===== config.mk =====
export PLATFORM = sky130hd
export DESIGN_NAME = regfile_writeback_queue_flat
export DESIGN_NICKNAME = d
export VERILOG_FILES = /design/src/rtl/regfile_writeback_queue_if.sv /design/src/rtl/regfile_writeback_queue.sv /design/src/flat_wrapper.sv
export SDC_FILE = /design/constraint.sdc
export NUM_CORES = 1
export LEC_CHECK = 0
export ABC_AREA = 1
export BUFFER_PORTS_ARGS = -buffer_cell sky130_fd_sc_hd__buf_2
export CORE_MARGIN = 8
export CORE_UTILIZATION = 55
export CTS_BUF_LIST = sky130_fd_sc_hd__clkbuf_8
export DETAILED_ROUTE_END_ITERATION = 12
export PLACE_DENSITY_LB_ADDON = 0.08
export SKIP_CTS_REPAIR_TIMING = 1
export SKIP_LAST_GASP = 1
export SYNTH_ARGS = -nofsm -noshare
export SYNTH_HDL_FRONTEND = slang
export SYNTH_SLANG_ARGS = --single-unit

===== constraint.sdc =====
create_clock -name CLK -period 4.21 [get_ports CLK]
set_input_delay 0.421 -clock CLK [delete_from_list [all_inputs] [get_ports CLK]]
set_output_delay 0.421 -clock CLK [all_outputs]
set_load 0.01 [all_outputs]

===== src/rtl/regfile_writeback_queue_if.sv =====
// Enqueue-side handshake bundle for regfile_writeback_queue: one ALU and
// one memory write-request channel, each valid/ready with {dr, data}.
interface regfile_writeback_queue_if #(
  parameter int DW = 8,
  parameter int AW = 3
);

  logic          A_VALID;
  logic          A_READY;
  logic [AW-1:0] A_DR;
  logic [DW-1:0] A_DATA;

  logic          M_VALID;
  logic          M_READY;
  logic [AW-1:0] M_DR;
  logic [DW-1:0] M_DATA;

  // Request producers (ALU and memory result paths).
  modport master (
    output A_VALID, A_DR, A_DATA,
    output M_VALID, M_DR, M_DATA,
    input  A_READY, M_READY
  );

  // The write-back queue.
  modport slave (
    input  A_VALID, A_DR, A_DATA,
    input  M_VALID, M_DR, M_DATA,
    output A_READY, M_READY
  );

endinterface


===== src/rtl/regfile_writeback_queue.sv =====
// Write-side front end of the register file: buffers ALU/memory write
// requests in an in-order circular FIFO, retires one per cycle onto
// LD/DR/D_OUT, and reports the youngest pending write for SA/SB.
module regfile_writeback_queue #(
  parameter int DW    = 8,
  parameter int AW    = 3,
  parameter int DEPTH = 4   // power of two, >= 2
) (
  input  logic                       CLK,
  input  logic                       RESET,
  regfile_writeback_queue_if.slave   enq,
  input  logic                       WB_STALL,
  output logic                       LD,
  output logic [AW-1:0]              DR,
  output logic [DW-1:0]              D_OUT,
  input  logic [AW-1:0]              SA,
  input  logic [AW-1:0]              SB,
  output logic                       PEND_A,
  output logic                       PEND_B,
  output logic [DW-1:0]              FWD_A,
  output logic [DW-1:0]              FWD_B,
  output logic [AW:0]                COUNT,
  output logic                       FULL,
  output logic                       EMPTY
);

  localparam int PW = $clog2(DEPTH);
  localparam int CW = AW + 1;
  localparam logic [CW-1:0] DEPTH_C = CW'(DEPTH);

  logic [AW-1:0] mem_dr   [DEPTH];
  logic [DW-1:0] mem_data [DEPTH];

  logic [PW-1:0] wr_ptr;
  logic [PW-1:0] rd_ptr;
  logic [CW-1:0] count_q;

  logic          full;
  logic          empty;
  logic          a_fire;
  logic          m_fire;
  logic          enq_fire;
  logic          deq_fire;
  logic [AW-1:0] enq_dr;
  logic [DW-1:0] enq_data;

  // Occupancy is tracked by the counter alone; pointers never get compared.
  assign full  = (count_q == DEPTH_C);
  assign empty = (count_q == '0);
  assign COUNT = count_q;
  assign FULL  = full;
  assign EMPTY = empty;

  // Readiness depends only on the current count, so a full queue refuses
  // a request even in a cycle where it also drains. ALU has fixed priority.
  assign enq.A_READY = !full;
  assign enq.M_READY = !full && !enq.A_VALID;

  assign a_fire   = enq.A_VALID && enq.A_READY;
  assign m_fire   = enq.M_VALID && enq.M_READY;
  assign enq_fire = a_fire || m_fire;
  assign enq_dr   = a_fire ? enq.A_DR   : enq.M_DR;
  assign enq_data = a_fire ? enq.A_DATA : enq.M_DATA;

  // Head entry drives the register-file write port; zeroed when empty.
  assign LD       = !empty && !WB_STALL;
  assign deq_fire = LD;
  assign DR       = empty ? '0 : mem_dr[rd_ptr];
  assign D_OUT    = empty ? '0 : mem_data[rd_ptr];

  // Pointer and occupancy bookkeeping; RESET wins over enqueue and drain.
  // NOTE: state registers use non-blocking assignments so every flop samples
  // pre-edge values regardless of process ordering.
  always_ff @(posedge CLK) begin
    if (RESET) begin
      wr_ptr  <= '0;
      rd_ptr  <= '0;
      count_q <= '0;
    end else begin
      if (enq_fire) wr_ptr <= wr_ptr + PW'(1);
      if (deq_fire) rd_ptr <= rd_ptr + PW'(1);
      case ({enq_fire, deq_fire})
        2'b10:   count_q <= count_q + CW'(1);
        2'b01:   count_q <= count_q - CW'(1);
        default: count_q <= count_q;
      endcase
    end
  end

  // Entry storage written at the write pointer on an accepted request.
  // NOTE: the storage array is deliberately not reset; COUNT alone decides
  // which entries are valid, so stale contents are never observed.
  always_ff @(posedge CLK) begin
    if (enq_fire && !RESET) begin
      mem_dr[wr_ptr]   <= enq_dr;
      mem_data[wr_ptr] <= enq_data;
    end
  end

  // Pending/forward scan, oldest to youngest so the youngest match wins.
  // NOTE: every output of this block gets a default first, otherwise paths
  // that skip an assignment would infer latches.
  always_comb begin
    logic [PW-1:0] slot;
    PEND_A = 1'b0;
    PEND_B = 1'b0;
    FWD_A  = '0;
    FWD_B  = '0;
    slot   = rd_ptr;
    for (int i = 0; i < DEPTH; i++) begin
      slot = rd_ptr + PW'(i);
      if (CW'(i) < count_q) begin
        if (mem_dr[slot] == SA) begin
          PEND_A = 1'b1;
          FWD_A  = mem_data[slot];
        end
        if (mem_dr[slot] == SB) begin
          PEND_B = 1'b1;
          FWD_B  = mem_data[slot];
        end
      end
    end
  end

endmodule


===== src/flat_wrapper.sv =====
// flat-port wrapper written by rule: the top's interface ports become plain ports
module regfile_writeback_queue_flat 
#(
  parameter int DW    = 8,
  parameter int AW    = 3,
  parameter int DEPTH = 4                        
)
  (CLK, RESET, WB_STALL, LD, DR, D_OUT, SA, SB, PEND_A, PEND_B, FWD_A, FWD_B, COUNT, FULL, EMPTY, enq_A_VALID, enq_A_DR, enq_A_DATA, enq_M_VALID, enq_M_DR, enq_M_DATA, enq_A_READY, enq_M_READY);
  regfile_writeback_queue_if #(.DW(DW), .AW(AW)) enq_i ();
  input  logic CLK;
  input  logic RESET;
  input  logic WB_STALL;
  output logic LD;
  output logic [AW-1:0] DR;
  output logic [DW-1:0] D_OUT;
  input  logic [AW-1:0] SA;
  input  logic [AW-1:0] SB;
  output logic PEND_A;
  output logic PEND_B;
  output logic [DW-1:0] FWD_A;
  output logic [DW-1:0] FWD_B;
  output logic [AW:0] COUNT;
  output logic FULL;
  output logic EMPTY;
  input wire logic [$bits(enq_i.A_VALID)-1:0] enq_A_VALID;
  input wire logic [$bits(enq_i.A_DR)-1:0] enq_A_DR;
  input wire logic [$bits(enq_i.A_DATA)-1:0] enq_A_DATA;
  input wire logic [$bits(enq_i.M_VALID)-1:0] enq_M_VALID;
  input wire logic [$bits(enq_i.M_DR)-1:0] enq_M_DR;
  input wire logic [$bits(enq_i.M_DATA)-1:0] enq_M_DATA;
  output wire logic [$bits(enq_i.A_READY)-1:0] enq_A_READY;
  output wire logic [$bits(enq_i.M_READY)-1:0] enq_M_READY;
  assign enq_i.A_VALID = enq_A_VALID;
  assign enq_i.A_DR = enq_A_DR;
  assign enq_i.A_DATA = enq_A_DATA;
  assign enq_i.M_VALID = enq_M_VALID;
  assign enq_i.M_DR = enq_M_DR;
  assign enq_i.M_DATA = enq_M_DATA;
  assign enq_A_READY = enq_i.A_READY;
  assign enq_M_READY = enq_i.M_READY;
  regfile_writeback_queue #(.DW(DW), .AW(AW), .DEPTH(DEPTH)) u_core (.CLK(CLK), .RESET(RESET), .enq(enq_i), .WB_STALL(WB_STALL), .LD(LD), .DR(DR), .D_OUT(D_OUT), .SA(SA), .SB(SB), .PEND_A(PEND_A), .PEND_B(PEND_B), .FWD_A(FWD_A), .FWD_B(FWD_B), .COUNT(COUNT), .FULL(FULL), .EMPTY(EMPTY));
endmodule

# --- Yosys cells after proc, flatten, opt, wreduce, memory -nomap -nowiden ---
# Memory sizes are Yosys's and may differ from the RTL's. A register that Yosys moved wholly into a read port is not among the register bits.
# Index checks and enable logic that the tools add are counted.
totals:
  regBits: 8
  ram_bits: 44
  in_bits: 33
  out_inout_bits: 38
  wordCells: 82
  n_memories: 2
op_classes:
  addsub: 6
  n_lt_le_gt_ge: 4
  eq_ne: 11
  n_mux: 43
  reduce_logical: 13
mem_list:
  columns: ["name", "depth", "width", "rd", "rd_clocked_by_memory_dff", "wr", "line_no", "text"]
  rows:
  - ["u_core.mem_data", 4, 8, 4, 1, 1, "regfile_writeback_queue.sv:32", "logic [DW-1:0] mem_data [DEPTH];"]
  - ["u_core.mem_dr", 4, 3, 4, 1, 1, "regfile_writeback_queue.sv:31", "logic [AW-1:0] mem_dr [DEPTH];"]
ops:
  columns: ["op", "n"]
  rows:
  - ["$mux W8", 18]
  - ["$eq A3 B3 Y1", 8]
  - ["$mux W1", 18]
  - ["$lt A1 B4 Y1 const A", 2]
  - ["$lt A2 B4 Y1 const A", 2]
  - ["$mux W2", 4]
  - ["$pmux W4 S2", 1]
  - ["$mux W3", 2]
  - ["$logic_and A1 B1 Y1", 5]
  - ["$logic_not A1 Y1", 5]
  - ["$add A2 B1 Y2 const B", 2]
  - ["$add A2 B2 Y2 const B", 2]
  - ["$add A4 B1 Y4 const B", 1]
  - ["$eq A4 B3 Y1 const B", 1]
  - ["$logic_not A4 Y1", 1]
  - ["$sub A4 B1 Y4 const B", 1]
  - ["$eq A2 B1 Y1 const B", 1]
  - ["$eq A2 B2 Y1 const B", 1]
  - ["$reduce_bool A2 Y1", 1]
  - ["$logic_or A1 B1 Y1", 1]

# --- Depth between registers and ports, before layout ---
logic_depth:
  ltp_word: 9
  mapped_depth: 15

# --- Least setup slack after synthesis ---
# OpenSTA, ideal clock, no wires.
synth_path:
  kind: "reg2reg"
  startpoint: "register u_core.count_q[0], in the netlist u_core.COUNT[0]"
  endpoint: "memory u_core.mem_data[0][0] (enable)"
  t_arrival_ns: 2.018
  setup_slack_ns: 1.814
  path_stages_with_launch: 9
  n_path_buf: 0
  period_less_slack_ns: 2.396
  cell_sequence: "dfxtp_1 -> inv_1 -> ha_1 -> inv_1 -> nor3_1 -> inv_1 -> o21ai_1 -> or2_2 -> nor2_1"
synth_via:
  elab_chain_len: 8
  elab_cells_between_ends: 9
synth_lines:
  columns: ["element", "line_no", "text"]
  rows:
  - ["start, declared", "regfile_writeback_queue.sv:36", "logic [CW-1:0] count_q;"]
  - ["start signal, assigned", "regfile_writeback_queue.sv:83", "2'b10: count_q <= count_q + CW'(1);"]
  - ["start signal, assigned", "regfile_writeback_queue.sv:84", "2'b01: count_q <= count_q - CW'(1);"]
  - ["start signal, assigned", "regfile_writeback_queue.sv:85", "default: count_q <= count_q;"]
  - ["$eq A4 B3 Y1 (*)", "regfile_writeback_queue.sv:48", "assign full = (count_q == DEPTH_C);"]
  - ["named net FULL", "flat_wrapper.sv:23", "output logic FULL;"]
  - ["$logic_not A1 Y1 (*)", "regfile_writeback_queue.sv:56", "assign enq.A_READY = !full;"]
  - ["named net enq_A_READY", "flat_wrapper.sv:31", "output wire logic [$bits(enq_i.A_READY)-1:0] enq_A_READY;"]
  - ["$logic_and A1 B1 Y1", "regfile_writeback_queue.sv:57", "assign enq.M_READY = !full && !enq.A_VALID;"]
  - ["$logic_and A1 B1 Y1", "regfile_writeback_queue.sv:60", "assign m_fire = enq.M_VALID && enq.M_READY;"]
  - ["$logic_or A1 B1 Y1 (*)", "regfile_writeback_queue.sv:61", "assign enq_fire = a_fire || m_fire;"]
  - ["$logic_and A1 B1 Y1 (*)", "regfile_writeback_queue.sv:94", "if (enq_fire && !RESET) begin"]
  - ["$mux W1 (*)", "regfile_writeback_queue.sv:94", null]
  - ["$mux W1 (implied by the code) (*)", "regfile_writeback_queue.sv:96", "mem_data[wr_ptr] <= enq_data;"]
  - ["end, declared", "regfile_writeback_queue.sv:32", null]
# The timed path passes the listed nets; every way through them passes the cells marked *.

# --- Worst setup path in the final report ---
layout_path:
  startpoint: "register u_core.rd_ptr[0]"
  endpoint: "output port FWD_B[2]"
layout_via:
  elab_chain_len: 9
  elab_cells_between_ends: 14
layout_lines:
  columns: ["element", "line_no", "text"]
  rows:
  - ["start, declared", "regfile_writeback_queue.sv:35", "logic [PW-1:0] rd_ptr;"]
  - ["start signal, assigned", "regfile_writeback_queue.sv:81", "if (deq_fire) rd_ptr <= rd_ptr + PW'(1);"]
  - ["$add A2 B1 Y2", "regfile_writeback_queue.sv:111", "slot = rd_ptr + PW'(i);"]
  - ["$mem_v2 Z4 W3", null, null]
  - ["$eq A3 B3 Y1", "regfile_writeback_queue.sv:117", "if (mem_dr[slot] == SB) begin"]
  - ["$mux W8", "regfile_writeback_queue.sv:117", null]
  - ["$mux W8", "regfile_writeback_queue.sv:112", "if (CW'(i) < count_q) begin"]
  - ["$mux W8", "regfile_writeback_queue.sv:117", null]
  - ["$mux W8", "regfile_writeback_queue.sv:112", null]
  - ["$mux W8", "regfile_writeback_queue.sv:117", null]
  - ["$mux W8 (*)", "regfile_writeback_queue.sv:112", null]
  - ["end, declared", "flat_wrapper.sv:21", "output logic [DW-1:0] FWD_B;"]
# Mark *: on every way between the ends. The rest lies on a longest branch, timed or not.

==> run summary <==
Row count: 33
Clock sink count: 54
Final wirelength: 12,910 um
Antenna violations before repair: 0
DR iter-0 viols: 399
Fmax: 0.2960 GHz
Arr. time, crit path: 2.96 ns
Startpoint types: register
Max-slew violation count: 0
Reg-to-reg slack, setup: 1.45 ns
DRC viols: 0
Die area: 0.01148 mm^2
Syn avg cell area: 6.663 um^2
DR pass1 iterations: 6
Cells after Synth: 686
IO Port Bufs: 70
Power Density: 602.9 mW/mm^2
Top_reg_cell synth: edfxtp_1
Setup WS pre-CTS: 1.188 ns
Status: completed
Vias/cell: 5.503
DP Area: 0.004917 mm^2
Simple-Gate Fraction of Synth Area: 0.3794
Vias: 4,661
Commonest non-fill, non-tap cell in the layout: nand2_1
Starting Density: 0.5619
Reg2Reg Depth: 8
End of the critical path: FWD_B[2]
Remaining global-route overflow: 0
Root Driver: clkbuf_8
Setup TNS: 0 ns
Vias in the first global route: 4,273
Slew @ Worst Pin: 0.9958 ns
WS Path Type: reg2out
Library cells used by synthesis: 35
Mapped Area: 0.004571 mm^2
Placer congestion estimate: 0.9243
Largest family of logic cells by synthesized area: simple AND/OR/NAND/NOR gates
Syn. warnings: 0
Slew HR: 0.3337
I/O pin count: 71
Most frequent cells in the layout: nand2_1 (230), nand3_1 (101), inv_1 (76), buf_2 (70), o21ai_0 (58)
CP endpoint kind: output port
Largest net degree at the start of global routing: 52
Total global-route track usage: 0.2239
Max_cap viols: 0
Clk buf depth: 2
Post-DP HPWL: 10,640 um
Clock latency on the worst-skew pair: 0.30 ns
Ant. Diodes: 0
Number of synthesized flops with an enable pin: 44
First-pass GRT wire length: 21,050 um
Hold Path Class: in2reg
Multiplexer share of the synthesized area: 0.02710
Flops & latches, synth: 54
Synth Area in Compound Gates: 0.1289
Final worst slack: 0.8318 ns
Total power: 3.018 mW
R2r endpoint: u_core.mem_data[0][5]
Post-layout minimum cycle time: 3.378 ns
Final instance area: 0.005006 mm^2
Clock-pin slew on the worst setup and hold paths: 0.10 ns
Setup violators final: 0
Tcrit/Tclk final: 0.8024
H-Tree Depth: 2
P_leak: 2.475 nW
Proportion of layout cells with a drive suffix above 1: 0.1604
Unrepaired setup endpoints after global routing: false
Part of the Yosys area used for sequential elements: 0.3329
Final Hold Fails: 0
Clock buffer count from CTS: 5
Syn_nets: 728
Die width: 107.2 um
Final core occ: 0.6154
Synthesized-area fraction occupied by adder cells: 0.02464
Final Skew: 0.01200 ns
CTS tree: done
Wirelength per Cell: 15.24 um
Crit path max fanout: 51
CP required: 3.79 ns
Final #Nets: 783
Core Footprint: 0.008134 mm^2
VDD IR max: 345.0 uV
Layout area overhead: 9.526%
Ys async rst share: 0
Synth Area in XOR/XNOR: 0.007665
Die height: 107.2 um
DRT antenna net count: 0
Worst Setup SP: u_core.rd_ptr[0]
Reg2reg start: u_core.COUNT[0]
worst min path at each step:
stage	startpoint	end	slack, ns	cells past startpoint
after detailed placement	u_core.COUNT[0]	u_core.COUNT[0]	0.54	2
after floorplan	u_core.wr_ptr[1]	u_core.wr_ptr[1]	0.50	2
after CTS	RESET	u_core.COUNT[0]	0.41	2
after global routing	RESET	u_core.COUNT[0]	0.42	2
final	RESET	u_core.COUNT[0]	0.42	2
after global placement	u_core.wr_ptr[1]	u_core.wr_ptr[1]	0.53	2
metrics by stage:
step	hold WS, ns	instances
after floorplan	0.5005	686
after global placement	0.5262	839
after detailed placement	0.5360	839
after CTS	0.4091	847
after global routing	0.4227	847
final	0.4170	847
flip-flops by register name (all words and copies together), names as in the netlist, named ones only:
name	count
u_core.mem_data	32
u_core.wr_ptr	2
u_core.mem_dr	12
u_core.rd_ptr	2
u_core.COUNT	4
per-layer routing:
metal  vias to the layer above  track usage  wire, um
met3                        11      0.03959      1152
met5                         -            0         0
met4                         0      0.05226       127
li1                       2359            -         -
met1                      2064       0.3126      5969
met2                       227       0.3500      5656
power breakdown:
part | switching, mW | leakage, nW | internal, mW
sequential | 0.0872 | 0.485 | 0.658
combinational | 1.39 | 1.95 | 0.604
clock | 0.158 | 0.0422 | 0.117
total | 1.64 | 2.47 | 1.38
synthesized netlist by cell type, drive strengths merged (6+ instances only):
library cell / n / area [um^2]
clkbuf: 6 / 22.52
inv: 81 / 306.5
dfxtp: 10 / 200.2
a21oi: 28 / 162.7
nand2: 241 / 957.2
edfxtp: 44 / 1321
mux2: 11 / 123.9
nor2: 51 / 231.5
o211ai: 7 / 52.55
nand3: 102 / 515.5
ha: 9 / 112.6
o21ai: 59 / 295.3
buf: 17 / 121.4
area by class of cell:
cell class	instances	area, um^2
inverter	82	310.3
multi-input combinational	527	2595
clock inverter	3	20.02
clock buffer	5	68.82
fill	757	3128
tap	105	131.4
sequential	54	1523
timing repair buffer	71	357.8
logic make-up (layout without fill, tap and decap cells):
family	Yosys count	in the layout
simple gates	398	398
compound gates	105	105
buf+inv	105	161
flops	54	54
mux	11	11
fa+ha+maj	9	9
xor+xnor	4	4
critical path, stage by stage (launching register included):
cell and delay, ns:
dfxtp_2 0.49, buf_4 0.41, nand2_2 0.21, nand2_2 0.35, nand2_1 0.18, nand3_1 0.11, nand2_1 0.09, nor2_4 0.26
nand2_4 0.13, nand2_1 0.09, nand3_1 0.08, nand2_1 0.07, nand2_1 0.04, buf_2 0.13
Note: power is estimated with default switching activity, not from simulation.
